--- src/rtl/hsid_pkg.sv ---
// Shared HSID widths and constants for the MSE datapath, its comparator and the main FSM.
package hsid_pkg;

  localparam int HSID_WORD_WIDTH        = 32;
  localparam int HSID_DATA_WIDTH        = HSID_WORD_WIDTH / 2;
  localparam int HSID_HSP_BANDS_WIDTH   = 9;
  localparam int HSID_HSP_LIBRARY_WIDTH = 10;
  localparam int HSID_MSE_WIDTH         = 2 * HSID_DATA_WIDTH + HSID_HSP_BANDS_WIDTH;
  localparam int HSID_MSE_LATENCY       = 5;

  // Two bands per pack, so an odd band count still needs a final (half-masked) pack.
  function automatic int unsigned hsid_expected_packs(input int unsigned bands);
    return (bands + 1) / 2;
  endfunction

endpackage

--- src/rtl/hsid_sq_df.sv ---
// Registered squared difference of one band pair: stage 1 holds |a-b|, stage 2 holds its square.
module hsid_sq_df #(
  parameter int DATA_WIDTH = 16
) (
  input  logic                      clk,
  input  logic                      rst,
  input  logic [DATA_WIDTH-1:0]     a,
  input  logic [DATA_WIDTH-1:0]     b,
  output logic [2*DATA_WIDTH-1:0]   sq
);

  logic signed [DATA_WIDTH:0] diff;
  logic [DATA_WIDTH-1:0]      abs_diff;
  logic [DATA_WIDTH-1:0]      abs_q;

  // One extra sign bit keeps the difference exact before folding to magnitude.
  always_comb begin
    diff     = $signed({1'b0, a}) - $signed({1'b0, b});
    abs_diff = diff[DATA_WIDTH] ? DATA_WIDTH'(-diff) : diff[DATA_WIDTH-1:0];
  end

  always_ff @(posedge clk or posedge rst) begin
    if (rst) begin
      abs_q <= '0;
      sq    <= '0;
    end else begin
      abs_q <= abs_diff;
      sq    <= {{DATA_WIDTH{1'b0}}, abs_q} * {{DATA_WIDTH{1'b0}}, abs_q};
    end
  end

endmodule

--- src/rtl/hsid_mse.sv ---
// Streaming sum-of-squared-errors per reference vector, five register stages deep.
// Optional per-vector pack counter and length check behind `HSID_MSE_STATS_EN.
module hsid_mse
  import hsid_pkg::*;
#(
  parameter int WORD_WIDTH        = HSID_WORD_WIDTH,
  parameter int DATA_WIDTH        = HSID_DATA_WIDTH,
  parameter int HSP_BANDS_WIDTH   = HSID_HSP_BANDS_WIDTH,
  parameter int HSP_LIBRARY_WIDTH = HSID_HSP_LIBRARY_WIDTH,
  parameter int MSE_WIDTH         = 2 * DATA_WIDTH + HSP_BANDS_WIDTH
) (
  input  logic                         clk,
  input  logic                         rst,
  input  logic                         clear,
  input  logic [HSP_BANDS_WIDTH-1:0]   cfg_hsp_bands,
  input  logic                         band_pack_valid,
  input  logic                         band_pack_start,
  input  logic                         band_pack_last,
  input  logic [WORD_WIDTH-1:0]        band_pack_a,
  input  logic [WORD_WIDTH-1:0]        band_pack_b,
  input  logic [HSP_LIBRARY_WIDTH-1:0] hsp_ref_count,
  output logic                         mse_valid,
  output logic [MSE_WIDTH-1:0]         mse_value,
  output logic [HSP_LIBRARY_WIDTH-1:0] mse_ref
`ifdef HSID_MSE_STATS_EN
  ,
  output logic [HSP_BANDS_WIDTH-1:0]   mse_pack_count,
  output logic                         mse_pack_error
`endif
);

  localparam int SQ_WIDTH   = 2 * DATA_WIDTH;
  localparam int PAIR_WIDTH = SQ_WIDTH + 1;

  typedef struct packed {
    logic                         start;
    logic                         last;
    logic                         odd_mask;
    logic [HSP_LIBRARY_WIDTH-1:0] tag;
  } ctrl_t;

  // Index 0..3 follows the data through S1..S4.
  logic [3:0]                vld_q;
  ctrl_t                     ctrl_q [4];
  logic [WORD_WIDTH-1:0]     a_q;
  logic [WORD_WIDTH-1:0]     b_q;
  logic [SQ_WIDTH-1:0]       sq_lo;
  logic [SQ_WIDTH-1:0]       sq_hi;
  logic [SQ_WIDTH-1:0]       sq_hi_masked;
  logic [PAIR_WIDTH-1:0]     pair_q;
  logic [MSE_WIDTH-1:0]      pair_ext;
  logic [MSE_WIDTH-1:0]      acc;
  logic [MSE_WIDTH-1:0]      acc_next;

  always_ff @(posedge clk or posedge rst) begin
    if (rst) begin
      vld_q <= '0;
      for (int i = 0; i < 4; i++) ctrl_q[i] <= '0;
      a_q   <= '0;
      b_q   <= '0;
    end else begin
      a_q <= band_pack_a;
      b_q <= band_pack_b;
      for (int i = 1; i < 4; i++) ctrl_q[i] <= ctrl_q[i-1];
      ctrl_q[0].start    <= band_pack_valid & band_pack_start;
      ctrl_q[0].last     <= band_pack_valid & band_pack_last;
      ctrl_q[0].odd_mask <= band_pack_valid & band_pack_last & cfg_hsp_bands[0];
      ctrl_q[0].tag      <= hsp_ref_count;
      if (clear) vld_q <= '0;
      else       vld_q <= {vld_q[2:0], band_pack_valid};
    end
  end

  hsid_sq_df #(.DATA_WIDTH(DATA_WIDTH)) u_sq_lo (
    .clk (clk),
    .rst (rst),
    .a   (a_q[DATA_WIDTH-1:0]),
    .b   (b_q[DATA_WIDTH-1:0]),
    .sq  (sq_lo)
  );

  hsid_sq_df #(.DATA_WIDTH(DATA_WIDTH)) u_sq_hi (
    .clk (clk),
    .rst (rst),
    .a   (a_q[WORD_WIDTH-1:DATA_WIDTH]),
    .b   (b_q[WORD_WIDTH-1:DATA_WIDTH]),
    .sq  (sq_hi)
  );

  // The odd band of the final pack is padding and must not contribute.
  always_comb begin
    sq_hi_masked = ctrl_q[2].odd_mask ? '0 : sq_hi;
    pair_ext     = MSE_WIDTH'(pair_q);
    acc_next     = ctrl_q[3].start ? pair_ext : acc + pair_ext;
  end

  always_ff @(posedge clk or posedge rst) begin
    if (rst) pair_q <= '0;
    else     pair_q <= {1'b0, sq_lo} + {1'b0, sq_hi_masked};
  end

  always_ff @(posedge clk or posedge rst) begin
    if (rst) begin
      acc       <= '0;
      mse_valid <= 1'b0;
      mse_value <= '0;
      mse_ref   <= '0;
    end else if (clear) begin
      acc       <= '0;
      mse_valid <= 1'b0;
    end else begin
      mse_valid <= vld_q[3] & ctrl_q[3].last;
      if (vld_q[3]) acc <= acc_next;
      if (vld_q[3] && ctrl_q[3].last) begin
        mse_value <= acc_next;
        mse_ref   <= ctrl_q[3].tag;
      end
    end
  end

`ifdef HSID_MSE_STATS_EN
  logic [HSP_BANDS_WIDTH-1:0] pack_cnt;
  logic [HSP_BANDS_WIDTH-1:0] pack_cnt_next;
  logic [HSP_BANDS_WIDTH-1:0] packs_expected;

  always_comb begin
    pack_cnt_next  = ctrl_q[3].start ? HSP_BANDS_WIDTH'(1) : pack_cnt + 1'b1;
    packs_expected = HSP_BANDS_WIDTH'(hsid_expected_packs(32'(cfg_hsp_bands)));
  end

  always_ff @(posedge clk or posedge rst) begin
    if (rst) begin
      pack_cnt       <= '0;
      mse_pack_count <= '0;
      mse_pack_error <= 1'b0;
    end else if (clear) begin
      pack_cnt       <= '0;
      mse_pack_error <= 1'b0;
    end else begin
      if (vld_q[3]) pack_cnt <= pack_cnt_next;
      if (vld_q[3] && ctrl_q[3].last) begin
        mse_pack_count <= pack_cnt_next;
        mse_pack_error <= (pack_cnt_next != packs_expected);
      end else begin
        mse_pack_error <= 1'b0;
      end
    end
  end
`else
  logic unused_cfg_bands;
  assign unused_cfg_bands = ^cfg_hsp_bands[HSP_BANDS_WIDTH-1:1];
`endif

endmodule

--- config.mk ---
export PLATFORM = sky130hd
export DESIGN_NAME = hsid_mse
export DESIGN_NICKNAME = d
export VERILOG_FILES = /design/src/rtl/hsid_pkg.sv /design/src/rtl/hsid_sq_df.sv /design/src/rtl/hsid_mse.sv
export SDC_FILE = /design/constraint.sdc
export NUM_CORES = 2
export LEC_CHECK = 0
export CELL_PAD_IN_SITES_DETAIL_PLACEMENT = 0
export CELL_PAD_IN_SITES_GLOBAL_PLACEMENT = 1
export CORE_AREA = 2 2 322 324
export DETAILED_ROUTE_END_ITERATION = 10
export DIE_AREA = 0 0 324 326
export DONT_BUFFER_PORTS = 1
export PLACE_DENSITY = 0.58
export SYNTH_ARGS = -nofsm -noshare
export SYNTH_HDL_FRONTEND = slang
export SYNTH_SLANG_ARGS = --single-unit
--- constraint.sdc ---
create_clock -name clk -period 13.2 [get_ports clk]
set_input_delay 1.32 -clock clk [delete_from_list [all_inputs] [get_ports clk]]
set_output_delay 1.32 -clock clk [all_outputs]
set_load 0.01 [all_outputs]
==> impl_metrics.py <==
metrics = {
    "floorplanning": {
        "rows": 118,
        "die_y_um": 326,
        "dieArea_mm2": 0.1056,
        "die_w_um": 324,
        "initial_core_util_pct": 29.62,
        "fp.coreArea_mm2": 0.1026,
        "boundaryPins": 141,
    },
    "placement": {
        "gp_congestion": 0.7917,
        "post-dp-hpwl_um": 53870,
        "port-buffer-count": 0,
    },
    "sta": {
        "grt_setup_unrepaired": "no",
        "tightest_slew_ns": 0.9205,
        "finalHoldViolCount": 0,
        "setup_viol": 0,
        "period_minus_slack_ns": 6.842,
        "relSlewSlack_pct": 38.63,
        "tns_ns": 0,
        "finalCritPeriodShare_pct": 51.83,
        "skew_ns": 0.02761,
        "finalMaxSlewViolations": 0,
        "fmax_ghz": 0.1462,
    },
    "global_routing": {
        "grt_max_degree": 91,
        "grt_antenna_before_repair": 1,
        "grt_overflow": 0,
        "grt_pass1_wl_um": 114500,
        "grt_pass1_vias": 21800,
        "grt_usage_pct": 13.51,
    },
    "critical_path": {
        "critical_path.startpoint_type": "flop",
        "worst-endpoint-required_ns": 13.67,
        "critPathKind": "reg -> reg",
        "worstPathArrival_ns": 7.31,
        "worstSetupEndpointType": "flop",
        "crit_path_max_fanout": 17,
    },
    "drt": {
        "via_count": 20360,
        "drt_pass1_iterations": 5,
        "wirelength_um": 68780,
        "routed_via_density": 4.495,
        "drc": 0,
        "avgRoutedWirePerCell_um": 15.18,
        "ant_nets": 0,
        "first_iter_violations": 848,
    },
    "clock_network": {
        "cts_hold_buf": 0,
        "cts_tree": "built",
        "post_cts_buffers": 0,
        "clk_pin_slew_ns": 0.06,
        "cts.sink_count": 339,
        "cts_root_buffer": "clkbuf_16",
        "cts_inserted_buffers": 43,
        "cts_buffer_depth": 3,
        "post_cts_resized": 0,
        "insertion_delay_ns": 0.61,
        "h-tree-depth": 2,
    },
    "cells_and_area": {
        "drive_gt1_share_pct": 4.097,
        "fin_util_pct": 32.47,
        "final_nets": 3832,
        "area_growth_pct": 9.613,
    },
    "logic_synthesis": {
        "ys_types": 77,
        "ys_ff_latch": 339,
        "yosys_warnings": 0,
        "syn_area_mm2": 0.03039,
        "synth_top_area_cell": "dfrtp_1",
        "syn_avg_cell_area_um2": 9.633,
        "ys_top_cells_by_area": "dfrtp_1 (28%), fa_1 (22%), ha_1 (12%)",
        "async_reset_ff_share_pct": 100.0,
        "ys_seq_area_share_pct": 27.91,
        "ys.flop_type": "dfrtp_1",
        "synth_edf_count": 0,
        "synth_top_area_share_pct": 27.91,
        "synth.net_count": 3871,
        "synth_cells": 3155,
    },
    "hold_path": {
        "min_path_type": "reg -> reg",
    },
    "flow_run": {
        "maxCapViolations": 0,
    },
    "status": {
        "status": "finished clean",
    },
}
==> synth_stat cells (all sizes together), types with 6 or more instances <==
master	number
o211ai	13
o31a	6
or4	7
and2	90
nor4b	7
a31o	13
inv	579
nand2	297
dfrtp	339
o31ai	20
fa	327
o21ai	123
nor3	31
xor2	59
buf	9
nand4	11
ha	300
nand3	36
a211oi	49
xnor2	130
a31oi	18
or3	10
and3	25
a21o	60
clkbuf	87
or2	9
a211o	9
a21oi	137
nor2b	60
nand2b	20
o21a	22
o41ai	6
mux2i	18
nor2	143
o21bai	23
==> worst max-delay path, cell delays in order (launching register included) <==
cell	delay, ns
dfrtp_1	0.82
nand2_1	0.23
fa_1	0.61
fa_1	0.42
inv_1	0.07
ha_1	0.15
inv_1	0.06
fa_1	0.52
inv_1	0.05
fa_1	0.47
inv_1	0.05
fa_1	0.52
inv_1	0.05
ha_1	0.38
a21o_1	0.26
nor3_1	0.14
o21ai_0	0.19
a41oi_1	0.49
o211ai_1	0.21
a2111o_1	0.45
a31oi_1	0.29
o21bai_1	0.12
xor2_1	0.16
==> registers in the layout, summed over array words and instances, names as in the netlist <==
register and flops:
mse_valid 1, u_sq_lo.sq 31, a_q 32, u_sq_lo.abs_q 16
mse_value 41, acc 41, pair_q 33, u_sq_hi.abs_q 16
b_q 32, ctrl_q 51, u_sq_hi.sq 31, vld_q 4
mse_ref 10
==> through the flow <==
| stage | std cells | area [um^2] | setup WS, ns | hold WS (ns) |
|---|---|---|---|---|
| CTS | 4529 | 33310 | 6.261 | 0.3482 |
| global route | 4529 | 33310 | 5.811 | 0.3480 |
| finish | 4530 | 33310 | 6.358 | 0.3468 |
| floorplan | 3155 | 30390 | 2.485 | 0.3312 |
| global placement | 4451 | 31860 | 6.273 | 0.3330 |
| detailed placement | 4451 | 31860 | 6.308 | 0.3362 |
==> cell usage in the layout, fill, tap and decap left out, drive strengths merged, types with 20 or more instances in the layout <==
cell,count
o21bai,23
clkbuf,55
a21o,60
o21ai,123
xnor2,130
ha,300
xor2,59
nand2b,20
a211oi,49
o21a,22
a21oi,137
fa,327
nand2,297
inv,581
and2,90
dfrtp,339
o31ai,20
and3,25
nor3,31
nand3,36
nor2,143
nor2b,60
==> final timing paths <==
kind                                                  from  slack [ns]  cells after the start                         to
worst max-delay path            u_sq_lo.abs_q[6]$_DFF_PP0_        6.36                     22   u_sq_lo.sq[29]$_DFF_PP0_
worst min-delay path                  ctrl_q[20]$_DFF_PP0_        0.35                      0        ctrl_q[7]$_DFF_PP0_
worst max register to register  u_sq_lo.abs_q[6]$_DFF_PP0_        6.36                     22   u_sq_lo.sq[29]$_DFF_PP0_
worst min register to register        ctrl_q[20]$_DFF_PP0_        0.35                      0        ctrl_q[7]$_DFF_PP0_
max in group asynchronous                              rst       10.48                      3          a_q[17]$_DFF_PP0_
min in group asynchronous                              rst        0.65                      1  mse_value[10]$_DFFE_PP0P_
==> cells by family after synthesis <==
family | Yosys count | share of synthesized area [%]
flip-flops | 339 | 27.91
AO/OA/AOI/OAI | 538 | 11.62
buffers and inverters | 676 | 8.361
other | 1 | 0.01234
XOR/XNOR | 189 | 5.446
multiplexers | 21 | 0.7039
AND/OR/NAND/NOR | 764 | 12.05
adder cells (fa/ha/maj) | 627 | 33.89
==> area by class of cell <==
type	count	area, um^2
fillers	10770	69300
multi-input cells	2140	19370
flip-flops and latches	339	8486
inverters	580	2185
well taps	1380	1727
clock buffers	55	1171
clock inverters	23	282.8
repair buffers	12	90.09
diodes	1	2.502
==> routing by layer <==
layer	routed length [um]	global-route usage, %	vias up
met1	32490	18.27	9979
met5	0	0	-
met4	1360	3.442	0
li1	-	-	10080
met2	32480	22.54	242
met3	2445	2.027	67
Power is left out: the tool's default activity adds up to more than one toggle a clock period on the data nets, which glitch-free logic cannot reach.
